--- config.mk ---
export PLATFORM = sky130hd
export DESIGN_NAME = mshr_ctrl
export DESIGN_NICKNAME = d
export VERILOG_FILES = /design/src/rtl/mshr_ctrl.sv
export SDC_FILE = /design/constraint.sdc
export NUM_CORES = 1
export LEC_CHECK = 0
export CORE_ASPECT_RATIO = 0.7
export CORE_MARGIN = 2
export CORE_UTILIZATION = 52
export CTS_CLUSTER_DIAMETER = 80
export CTS_CLUSTER_SIZE = 20
export DETAILED_ROUTE_END_ITERATION = 10
export MAX_ROUTING_LAYER = met4
export PLACE_DENSITY = 0.81
export SYNTH_ARGS = -nofsm -noshare
export SYNTH_HDL_FRONTEND = slang
export SYNTH_SLANG_ARGS = --single-unit
--- constraint.sdc ---
create_clock -name clk -period 2.75 [get_ports clk]
set_input_delay 0.4125 -clock clk [delete_from_list [all_inputs] [get_ports clk]]
set_output_delay 0.4125 -clock clk [all_outputs]
set_load 0.02 [all_outputs]
--- src/rtl/mshr_ctrl.sv ---
// mshr_ctrl: two-entry miss status holding register with merge and a single-outstanding memory FSM
module mshr_ctrl #(
  parameter int ADDR_W = 32,
  parameter int DATA_W = 32
) (
  input  logic              clk,
  input  logic              rst,
  input  logic              miss_valid,
  input  logic [ADDR_W-1:0] miss_adr,
  output logic              miss_ready,
  output logic              mem_req_valid,
  output logic [ADDR_W-1:0] mem_req_adr,
  input  logic              mem_req_ready,
  input  logic              mem_resp_valid,
  input  logic [DATA_W-1:0] mem_resp_dat,
  output logic              fill_valid,
  output logic [ADDR_W-1:0] fill_adr,
  output logic [DATA_W-1:0] fill_dat,
  output logic              full,
  output logic              busy,
  output logic [7:0]        merge_cnt
);
  typedef enum logic [1:0] {IDLE, REQ, WAIT, FILL} state_t;
  state_t            state;
  logic [1:0]        valid, issued, hit, cand;
  logic [ADDR_W-1:0] adr [2];
  logic              old, cur, sel, a, fill_hit, accept, alloc, other_alive;
  always_comb begin
    hit[0]      = valid[0] && adr[0] == miss_adr && !(state == FILL && !cur);
    hit[1]      = valid[1] && adr[1] == miss_adr && !(state == FILL && cur);
    fill_hit    = state == FILL && adr[cur] == miss_adr;
    full        = &valid;
    busy        = |valid || state != IDLE;
    miss_ready  = (|hit || !full) && !fill_hit;
    accept      = miss_valid && miss_ready;
    alloc       = accept && !(|hit);
    a           = valid[0];
    cand        = valid & ~issued;
    sel         = &cand ? old : cand[1];
    other_alive = valid[!a] && !(state == FILL && cur == !a);
  end
  // old indexes the older entry; a fresh allocation is always the youngest
  always_ff @(posedge clk or negedge rst) begin
    if (!rst) begin
      state         <= IDLE;
      valid         <= '0;
      issued        <= '0;
      adr[0]        <= '0;
      adr[1]        <= '0;
      old           <= 1'b0;
      cur           <= 1'b0;
      mem_req_valid <= 1'b0;
      mem_req_adr   <= '0;
      fill_valid    <= 1'b0;
      fill_adr      <= '0;
      fill_dat      <= '0;
      merge_cnt     <= '0;
    end else begin
      if (accept && |hit && merge_cnt != 8'hff) merge_cnt <= merge_cnt + 8'd1;
      if (alloc) begin
        valid[a]  <= 1'b1;
        issued[a] <= 1'b0;
        adr[a]    <= miss_adr;
      end
      case (state)
        IDLE: if (|cand) begin
          issued[sel] <= 1'b1;
          cur         <= sel;
          mem_req_adr <= adr[sel];
          state       <= REQ;
        end
        REQ: if (!mem_req_valid) mem_req_valid <= 1'b1;
          else if (mem_req_ready) begin
            mem_req_valid <= 1'b0;
            state         <= WAIT;
          end
        WAIT: if (mem_resp_valid) begin
          fill_valid <= 1'b1;
          fill_adr   <= adr[cur];
          fill_dat   <= mem_resp_dat;
          state      <= FILL;
        end
        FILL: begin
          fill_valid <= 1'b0;
          valid[cur] <= 1'b0;
          old        <= !cur;
          state      <= IDLE;
        end
      endcase
      if (alloc) old <= other_alive ? !a : a;
    end
  end
endmodule

==> results of run 1 <==
-- what timing repair did --
action                                  in CTS  in global routing
pin swaps                                    4                  0
hold buffers                                 1                  0
gates resized for setup                     61                 20
gates cloned                                 2                  0
setup buffers                                3                  2
hold endpoints to repair                    38                  0
endpoints found under the setup margin      71                 71
-- Yosys cell counts, types with 3 or more instances --
cell type  instances
inv_1              5
nor3_1            11
mux2_1            20
clkbuf_1          26
mux2_4            28
and3_1             3
nand2_1           45
dfrtp_1          178
a22o_1            65
mux2i_1           31
a21oi_1            5
ha_1               6
buf_2              3
buf_6              7
xnor2_1           37
nand3_1            4
xor2_1            65
and2_1             3
nor4_1            27
o21ai_0           35
nand4_1           13
mux2_2            50
nor2_1             3
buf_1              4
-- worst register-to-register path, stage by stage (launching register included) --
cell,delay [ps]
dfrtp_2,460
buf_6,150
buf_16,150
mux2i_4,280
xnor2_2,120
buf_4,150
nor4_2,270
nand4_1,180
nor4_4,290
buf_4,190
nor4bb_4,60
buf_6,150
buf_12,150
mux2_4,300
-- power by group --
group / internal (mW) / switching, mW
combinational: 5.05 / 4.57
clock: 1.18 / 1.13
sequential: 3.87 / 1.20
-- worst min path at each step --
stage,from,endpoint,slack (ps)
global placement,rst,adr[24],340
detailed placement,rst,adr[24],350
CTS,rst,adr[24],460
floorplan,rst,adr[0],120
global route,rst,adr[24],490
finish,rst,adr[24],440
-- cell type report --
cell class / count / share of cell area [%]
Timing Repair Buffer: 308 / 23.1
Tap cell: 225 / 2.23
Clock inverter: 14 / 0.931
Inverter: 5 / 0.149
Clock buffer: 18 / 3.40
Sequential cell: 178 / 35.3
Multi-Input combinational cell: 475 / 35.0
-- flip-flops by register name, summed over array words and instances (netlist names) --
| name | cells |
|---|---|
| mem_req_adr | 32 |
| mem_req_valid | 1 |
| valid | 2 |
| old | 1 |
| state | 2 |
| merge_cnt | 8 |
| fill_valid | 1 |
| adr | 64 |
| fill_dat | 32 |
| issued | 2 |
| cur | 1 |
| fill_adr | 32 |
-- per-layer routing --
metal  GRT usage (%)  vias up  wire [microns]
li1                -     3110               -
met1            41.8     3573           11700
met2            49.1      269           12600
met3            6.68       32            1850
met4            7.45        0             402
met5               -        -               0
-- kinds of logic (layout without fill, tap and decap cells) --
| logic type | after synthesis | after routing | synth area share, % |
|---|---|---|---|
| mux | 130 | 130 | 17.6 |
| simple gates | 121 | 121 | 7.52 |
| fa+ha+maj | 6 | 6 | 0.863 |
| flops | 178 | 178 | 51.2 |
| buf+inv | 46 | 345 | 2.67 |
| xor+xnor | 102 | 102 | 10.3 |
| compound gates | 116 | 116 | 9.88 |
==> run metrics, run 1 <==
CTS Buffer Depth 2; Root Driver clkbuf_16; Reg2Reg Setup Slack -240 ps; Synth area leaders dfrtp_1 51%, a22o_1 6.5%, xor2_1 6.5%; pwr/cell area 1350 mW/mm^2; Setup TNS -10120 ps; Post-synth EDFFs 0; cts bufs inserted 17; global route total overflow 0; Worst Slack Setup Final -296 ps; Routed WL 26600 microns; DRC viols 0; initial antenna violation count 0; syn_nets approximately 770; core area 0.0163 sq mm; CP endpoint kind primary output; critical-path maximum fanout 14; main flop type after synthesis dfrtp_1; Synth Instances ~700; sequence of cells on the critical path buf_12, mux2i_4, xnor2_1, nor4_1, nand4_1, nor4_4, a21oi_1, buf_4; drt wl/cell 21.7 microns; overall power 17.0 mW; I/O Buffers around 180; Inst Count DP 1183; first-pass GRT wire length 41000 microns; worst path required time 2340 ps; fraction of final layout cells sized beyond drive strength 1 ~30%; CP arrival 2630 ps; leak pwr 5.52 nW; peak supply drop 778 uV; Cell variety after synth 45; sequential standard cell area 0.00446 sq mm; CP bufs+invs 2; CP delay by family, top simple AND/OR/NAND/NOR gates; Area Overhead vs Synth 45.2%; TritonCTS clock tree yes; largest net degree at the start of global routing 94; post-route ant nets 0; Max transition margin 56.0%; Slew @ Worst Pin 659 ps; filler instances between 1000 and 1500; clock sink count 178; sequential share of the synthesized area 51.2%; Placed Area 0.0116 sq mm; GRT Util Overall 31.2%; final period utilization 111%; Setup CP Type reg -> out; skew final a little over 10 ps; share of Yosys cell area claimed by the top area cell type 51.2%; die area roughly 0.018 sq mm; CP startpoint cur; top cell type by total area after synthesis dfrtp_1; number of global-route vias before repair 7274; YS warnings 0; final setup vio count 68; total number of vias 6984; worst skew pair latency between 400 and 500 ps; Worst Hold Class in -> async; RSZ-0062 raised after global routing true; Layout Cells excl Fill 1223; Final Max Tran Viols 0; row count 39; register bit total from synthesis ~180; starting DRC count in detailed routing 551; Stages on worst setup path 8; H-tree lvl count 4; CP startpoint kind flop; Setup WS pre-CTS -693 ps; hpwl dp 18600 microns; Hold Vio Cnt, Final 0; Syn Area/Cell 12.4 sq um; I/O pin cnt 178; drt pass-1 iters 5; ys async rst share 100%; FF-to-FF Start cur; diode count 0; GPL Wtd Cong just over 0.9; worst hold margin around 440 ps; die height 112 microns; vias per std cell about 5.7; area taken by multi-input logic gates 0.00442 sq mm; min cycle time layout 3050 ps; status complete, but fails checks; final instance area 0.0126 sq mm; Max Cap Viol 0; reg2reg end adr[51]; critical path's largest stage delay 460 ps; fin nets ~1100; starting density of the core 53.2%; CP max-delay cell dfrtp_2; Max Clk Rate 0.328 GHz; failing checks setup timing; die width 159 microns; fin util 77.3%; most frequent cells in the layout 177 x dfrtp_1, 174 x clkdlybuf4s50_1, 115 x buf_4; Clk pin slew, worst setup/hold paths 70 ps; CP Capture Point miss_ready; R2R depth 13; most common cell after layout, fill and taps aside dfrtp_1; synthesized cell area 0.00870 sq mm
Note: power is estimated with default switching activity, not from simulation.
==> inputs of run 2 (changes only) <==
HOLD_SLACK_MARGIN = 0.12   (was unset)
PLACE_DENSITY = unset   (was 0.81)
PLACE_DENSITY_LB_ADDON = 0.08   (was unset)
==> run 2 against run 1 <==
Compared with the run above: worst setup slack worse by 79 ps; design area increased by 4.2%; core utilization increased by 3.2 points; the flow still finishes with violations (setup timing); largest cell class is now multi-input combinational cells; power is 6.8% higher; count of clock-buffer cells in the layout rose by 1; clock skew is essentially flat.
==> run metrics, run 2 (synthesis results as in run 1) <==
status complete, but fails checks; failing checks setup timing; pwr/cell area 1380 mW/mm^2 (+2.5%); number of global-route vias before repair 7459 (+2.5%); internal power 10.9 mW (+7.6%); Area Overhead vs Synth 51.3%; largest net degree at the start of global routing 92 (-2.1%); Clk network pwr share 13.9% (+0.3 points); Layout Cells excl Fill 1260 (+3.0%); final setup vio count 66 (-2.9%); row count 39 (unchanged); FF-to-FF Start cur; min cycle time layout 3130 ps (+78.9 ps); Hold Crit Start fill_adr[13]; worst path required time 2340 ps (about the same); leak pwr 5.78 nW (+4.6%); vias per std cell 5.71 (about the same); GPL Wtd Cong 0.976 (+4.4%); most common cell after layout, fill and taps aside dfrtp_1; Max Clk Rate 0.320 GHz (-2.5%); Hold EP fill_adr[13]; starting DRC count in detailed routing 567 (+2.9%); CP endpoint kind primary output; combinational share of power 58.7% (+2.1 points); Final Max Tran Viols 0 (unchanged); Hold Vio Cnt, Final 0 (unchanged); CTS Buffer Depth 2 (unchanged); peak supply drop 703 uV (-9.6%); Setup CP Type reg -> out; fraction of final layout cells sized beyond drive strength 1 34.0% (+4.1 points); Largest register FFs 64 (unchanged); diode count 0 (unchanged); worst hold margin 484 ps (+42.6 ps); clock sink count 178 (unchanged); reg2reg end adr[37]; drt wl/cell 22.2 microns (+2.2%); I/O pin cnt 178 (unchanged); GRT Util Overall 33.3% (+2.0 points); core area 0.0163 sq mm (unchanged); most frequent cells in the layout 177 x dfrtp_1, 175 x clkdlybuf4s50_1, 155 x buf_4; global route total overflow 0 (unchanged); DRC viols 0 (unchanged); final period utilization 114% (+2.9 points); filler instances 946 (-8.0%); die width 159 microns (unchanged); die height 112 microns (unchanged); Psw 7.28 mW (+5.5%); total number of vias 7196 (+3.0%); hpwl dp 19700 microns (+5.7%); CP startpoint kind flop; I/O Buffers 177 (unchanged); hold depth 2; Slew @ Worst Pin 856 ps (+197 ps); CP arrival 2710 ps (+80 ps); starting density of the core 53.2% (unchanged); Root Driver clkbuf_16; Max Cap Viol 0 (unchanged); Worst Hold Class reg -> reg; initial antenna violation count 0 (unchanged); die area 0.0178 sq mm (unchanged); post-route ant nets 0 (unchanged); Sw Share 40.1% (-0.46 points); Inst Count DP 1213 (+2.5%); TritonCTS clock tree yes; cts bufs inserted 17 (unchanged); worst skew pair latency 440 ps (about the same); drt pass-1 iters 5 (unchanged); fin nets 1098 (+3.6%); Worst Slack Setup Final -375 ps (-78.9 ps); Flop pwr share 27.4% (-2.4 points); Clk pin slew, worst setup/hold paths 70 ps (about the same); Max transition margin 42.9% (-13 points); R2R depth 13 (unchanged); Reg with most FFs adr; critical-path maximum fanout 7 (-7); RSZ-0062 raised after global routing true; first-pass GRT wire length 43000 microns (+4.9%); H-tree lvl count 4 (unchanged); skew final 10.6 ps (+0.492 ps); Routed WL 28000 microns (+5.2%); Reg2Reg Setup Slack -280 ps (-40 ps)
## run 2: cell count changes in the layout (fill, tap and decap cells not counted), sizes merged
cell and delta:
buf +37, inv -3, bufinv +2, clkinvlp -2, bufbuf +1, clkbuf +1
clkdlybuf4s50 +1, clkinv +1, dlymetal6s2s -1
## run 2: worst max-delay path by stage
stage / startpoint / to / slack, ps
after global routing: cur / miss_ready / -480
after floorplan: miss_adr[27] / miss_ready / 310
final: cur / miss_ready / -380
after CTS: cur / miss_ready / -310
after detailed placement: miss_adr[26] / adr[63] / -770
after global placement: miss_adr[26] / adr[63] / -710
## run 2: layout make-up
cell class	count	area (sq um)	share of cell area, %
Clock buffer	19	453	3.44
Clock inverter	12	146	1.11
Inverter	5	18.8	0.143
Multi-Input combinational cell	475	4610	35.0
Sequential cell	178	4460	33.8
Tap cell	225	282	2.14
Timing Repair Buffer	346	3200	24.3
## run 2: worst max-delay path, cell delays in order (launching register included)
cell	delay, ps
dfrtp_2	470
buf_12	200
mux2i_4	290
xnor2_2	140
nor4_2	320
nand4_1	200
nor4_4	400
a21oi_1	80
buf_4	170
## run 2: power groups by stage
stage | Combinational, mW | Clock, mW | Sequential, mW
floorplan | 3.94 | 0 | 5.57
global placement | 9.21 | 0 | 4.67
detailed placement | 9.38 | 0 | 4.79
CTS | 10.2 | 2.53 | 4.90
global route | 11.2 | 2.63 | 5.13
finish | 10.7 | 2.52 | 4.98
## run 2: what timing repair did
| action | in CTS | in global routing |
|---|---|---|
| hold buffers | 1 | 0 |
| gates cloned | 3 | 0 |
| endpoints found under the hold margin | 87 | 0 |
| buffers inserted | 7 | 7 |
| endpoints found under the setup margin | 78 | 77 |
| pin swaps | 10 | 8 |
| resized for setup | 70 | 32 |
## run 2: through the flow
stage,cell area [sq um],util (%),setup WS (ps),setup TNS (ps),power [mW]
global route,13200,80.5,-475,-19050,19.0
CTS,12900,79.2,-310,-12320,17.7
detailed placement,11800,72.3,-766,-48010,14.2
global placement,11800,72.3,-705,-45050,13.9
floorplan,8700,-,310,0,9.51
finish,13200,80.5,-375,-13160,18.2
## run 2: routing by layer
metal / vias to the layer above / track usage, % / wire length (microns)
met1: 3731 / 48.6 / 13000
met4: 0 / 6.37 / 216
met2: 265 / 49.5 / 13100
met5: - / - / 0
met3: 21 / 5.79 / 1710
li1: 3179 / - / -
==> RTL edit (settings of run 1) <==
The 4 states of `state_t` get a Gray code encoding in 2 bits.
--- a/src/rtl/mshr_ctrl.sv
+++ b/src/rtl/mshr_ctrl.sv
@@ -20,7 +20,7 @@
   output logic              busy,
   output logic [7:0]        merge_cnt
 );
-  typedef enum logic [1:0] {IDLE, REQ, WAIT, FILL} state_t;
+  typedef enum logic [1:0] {IDLE = 2'b00, REQ = 2'b01, WAIT = 2'b11, FILL = 2'b10} state_t;
   state_t            state;
   logic [1:0]        valid, issued, hit, cand;
   logic [ADDR_W-1:0] adr [2];
Formal check against the unedited RTL: no difference found for any inputs over 4 cycles, from zero or initial values and one cycle with rst low; so few cycles prove little.
==> RTL edit against run 1 <==
- the run still ends with setup timing left
- clock skew rose by 0.00064 ns
- final area rose by 1.3%
- synthesized area rose by 1.3%
- sequential cell count did not move
- via count rose by 3.1%
- die area rose by 1.2%
- largest cell class unchanged
- total power fell by 2.2%
- routed wire length rose by 1.9%
- maximum frequency rose by 0.47%
- setup slack improved by 0.014 ns
- sequential share of layout area fell by 0.44 points
- largest power group unchanged
==> RTL edit: results (changes against run 1) <==
Worst hold path
  – Min-delay worst type: register to register

Synth
  – Synth Area in Adders: 0.142% (-0.72 points)
  – Synth Area in Compound Gates: 7.77% (-2.1 points)
  – Most instantiated cells after synthesis: dfrtp_1 (178), nand2_1 (74), o21ai_0 (67)
  – Synth cell types: 51 (+13%)
  – Top cells by area, synth: dfrtp_1 (51%), mux2_4 (9.5%), xor2_1 (5.8%)
  – Xor/xnor share of the synthesized area: 10.3% (+0.072 points)
  – Multiplexer area fraction after synthesis: 18.4% (+0.80 points)
  – Seq/Total Area, Yosys: 50.6% (-0.63 points)

Final layout
  – Bufs w/o clock: 339 (+10%)
  – CLK BUF: 21 (+3)
  – Multi-input combinational area share: 34.0% (-0.93 points)
  – Share of post-route cells with drive strength above 1: 30.9% (+1.1 points)
  – Nets: 1133 (+6.9%)

Setup path
  – Crit path max fanout: 13 (-1)
  – R2R Path End: adr[9]$_DFFE_PN0P_
  – Worst reg2reg setup slack: -0.18 ns (+0.06 ns)
  – WP data arrival: 2.62 ns (about the same)
  – Reg2reg path depth: 11 (-2)

Detailed routing
  – Initial DRC count: 601 (+9.1%)
  – Routed wire per std cell: 20.8 um (-4.2%)

CTS
  – Post-CTS Setup Inserts: 5 (+2)
  – Cts repair resizes: 28 (-54%)

Placement
  – Routability cong.: 0.999 (+6.9%)
  – HPWL after DPL: 19400 um (+4.4%)
  – Worst slack, placed: -0.760 ns (-0.0668 ns)

Global route
  – First-pass GRT wire length: 42800 um (+4.5%)
  – GR Layer Usage met3: 8.21% (+1.5 points)
  – Global routing usage on met1: 44.4% (+2.6 points)
  – Total Routing Usage GR: 32.1% (+0.83 points)
  – Grt met2 use: 48.1% (-1.0 points)

Timing
  – Slew @ Worst Pin: 0.631 ns (-0.0279 ns)
  – Final WS setup: -0.282 ns (+0.0142 ns)
  – Finish-stage setup viols: 77 (+13%)
  – Clock Skews: 0.0107 ns (+0.000643 ns)

Status
  – Status: finished with violations
  – Failing checks: setup timing

Power
  – Leakage: 0.00560 uW (+1.5%)
  – Max rail drop VDD: 0.000784 V (+0.75%)
RTL edit: routing by layer:
layer | wire length (um) | vias to the layer above
li1 | - | 3277
met1 | 12400 | 3593
met2 | 12200 | 298
met3 | 2170 | 33
met4 | 330 | 0
met5 | 0 | -
RTL edit: where the power goes:
| part | internal [uW] | leakage [uW] | switching (uW) |
|---|---|---|---|
| Sequential | 3840 | 0.00217 | 1040 |
| Combinational | 4830 | 0.00317 | 4580 |
| Clock | 1280 | 0.000265 | 1060 |
| Total | 9950 | 0.00560 | 6680 |
RTL edit: worst max-delay path: stages (launching register included):
cell,delay (ns)
dfrtp_2,0.47
buf_12,0.22
buf_4,0.17
mux2i_2,0.30
xnor2_1,0.15
nor4_1,0.31
nand4_1,0.20
nor2_2,0.19
a21oi_2,0.05
buf_6,0.13
RTL edit: through the flow:
step	cell area (um2)	setup TNS, ns	std cells
floorplan	8810	0	745
global placement	12000	-40.48	1263
detailed placement	12000	-41.38	1263
CTS	12700	-4.60	1301
global route	12800	-15.63	1301
finish	12800	-10.81	1301
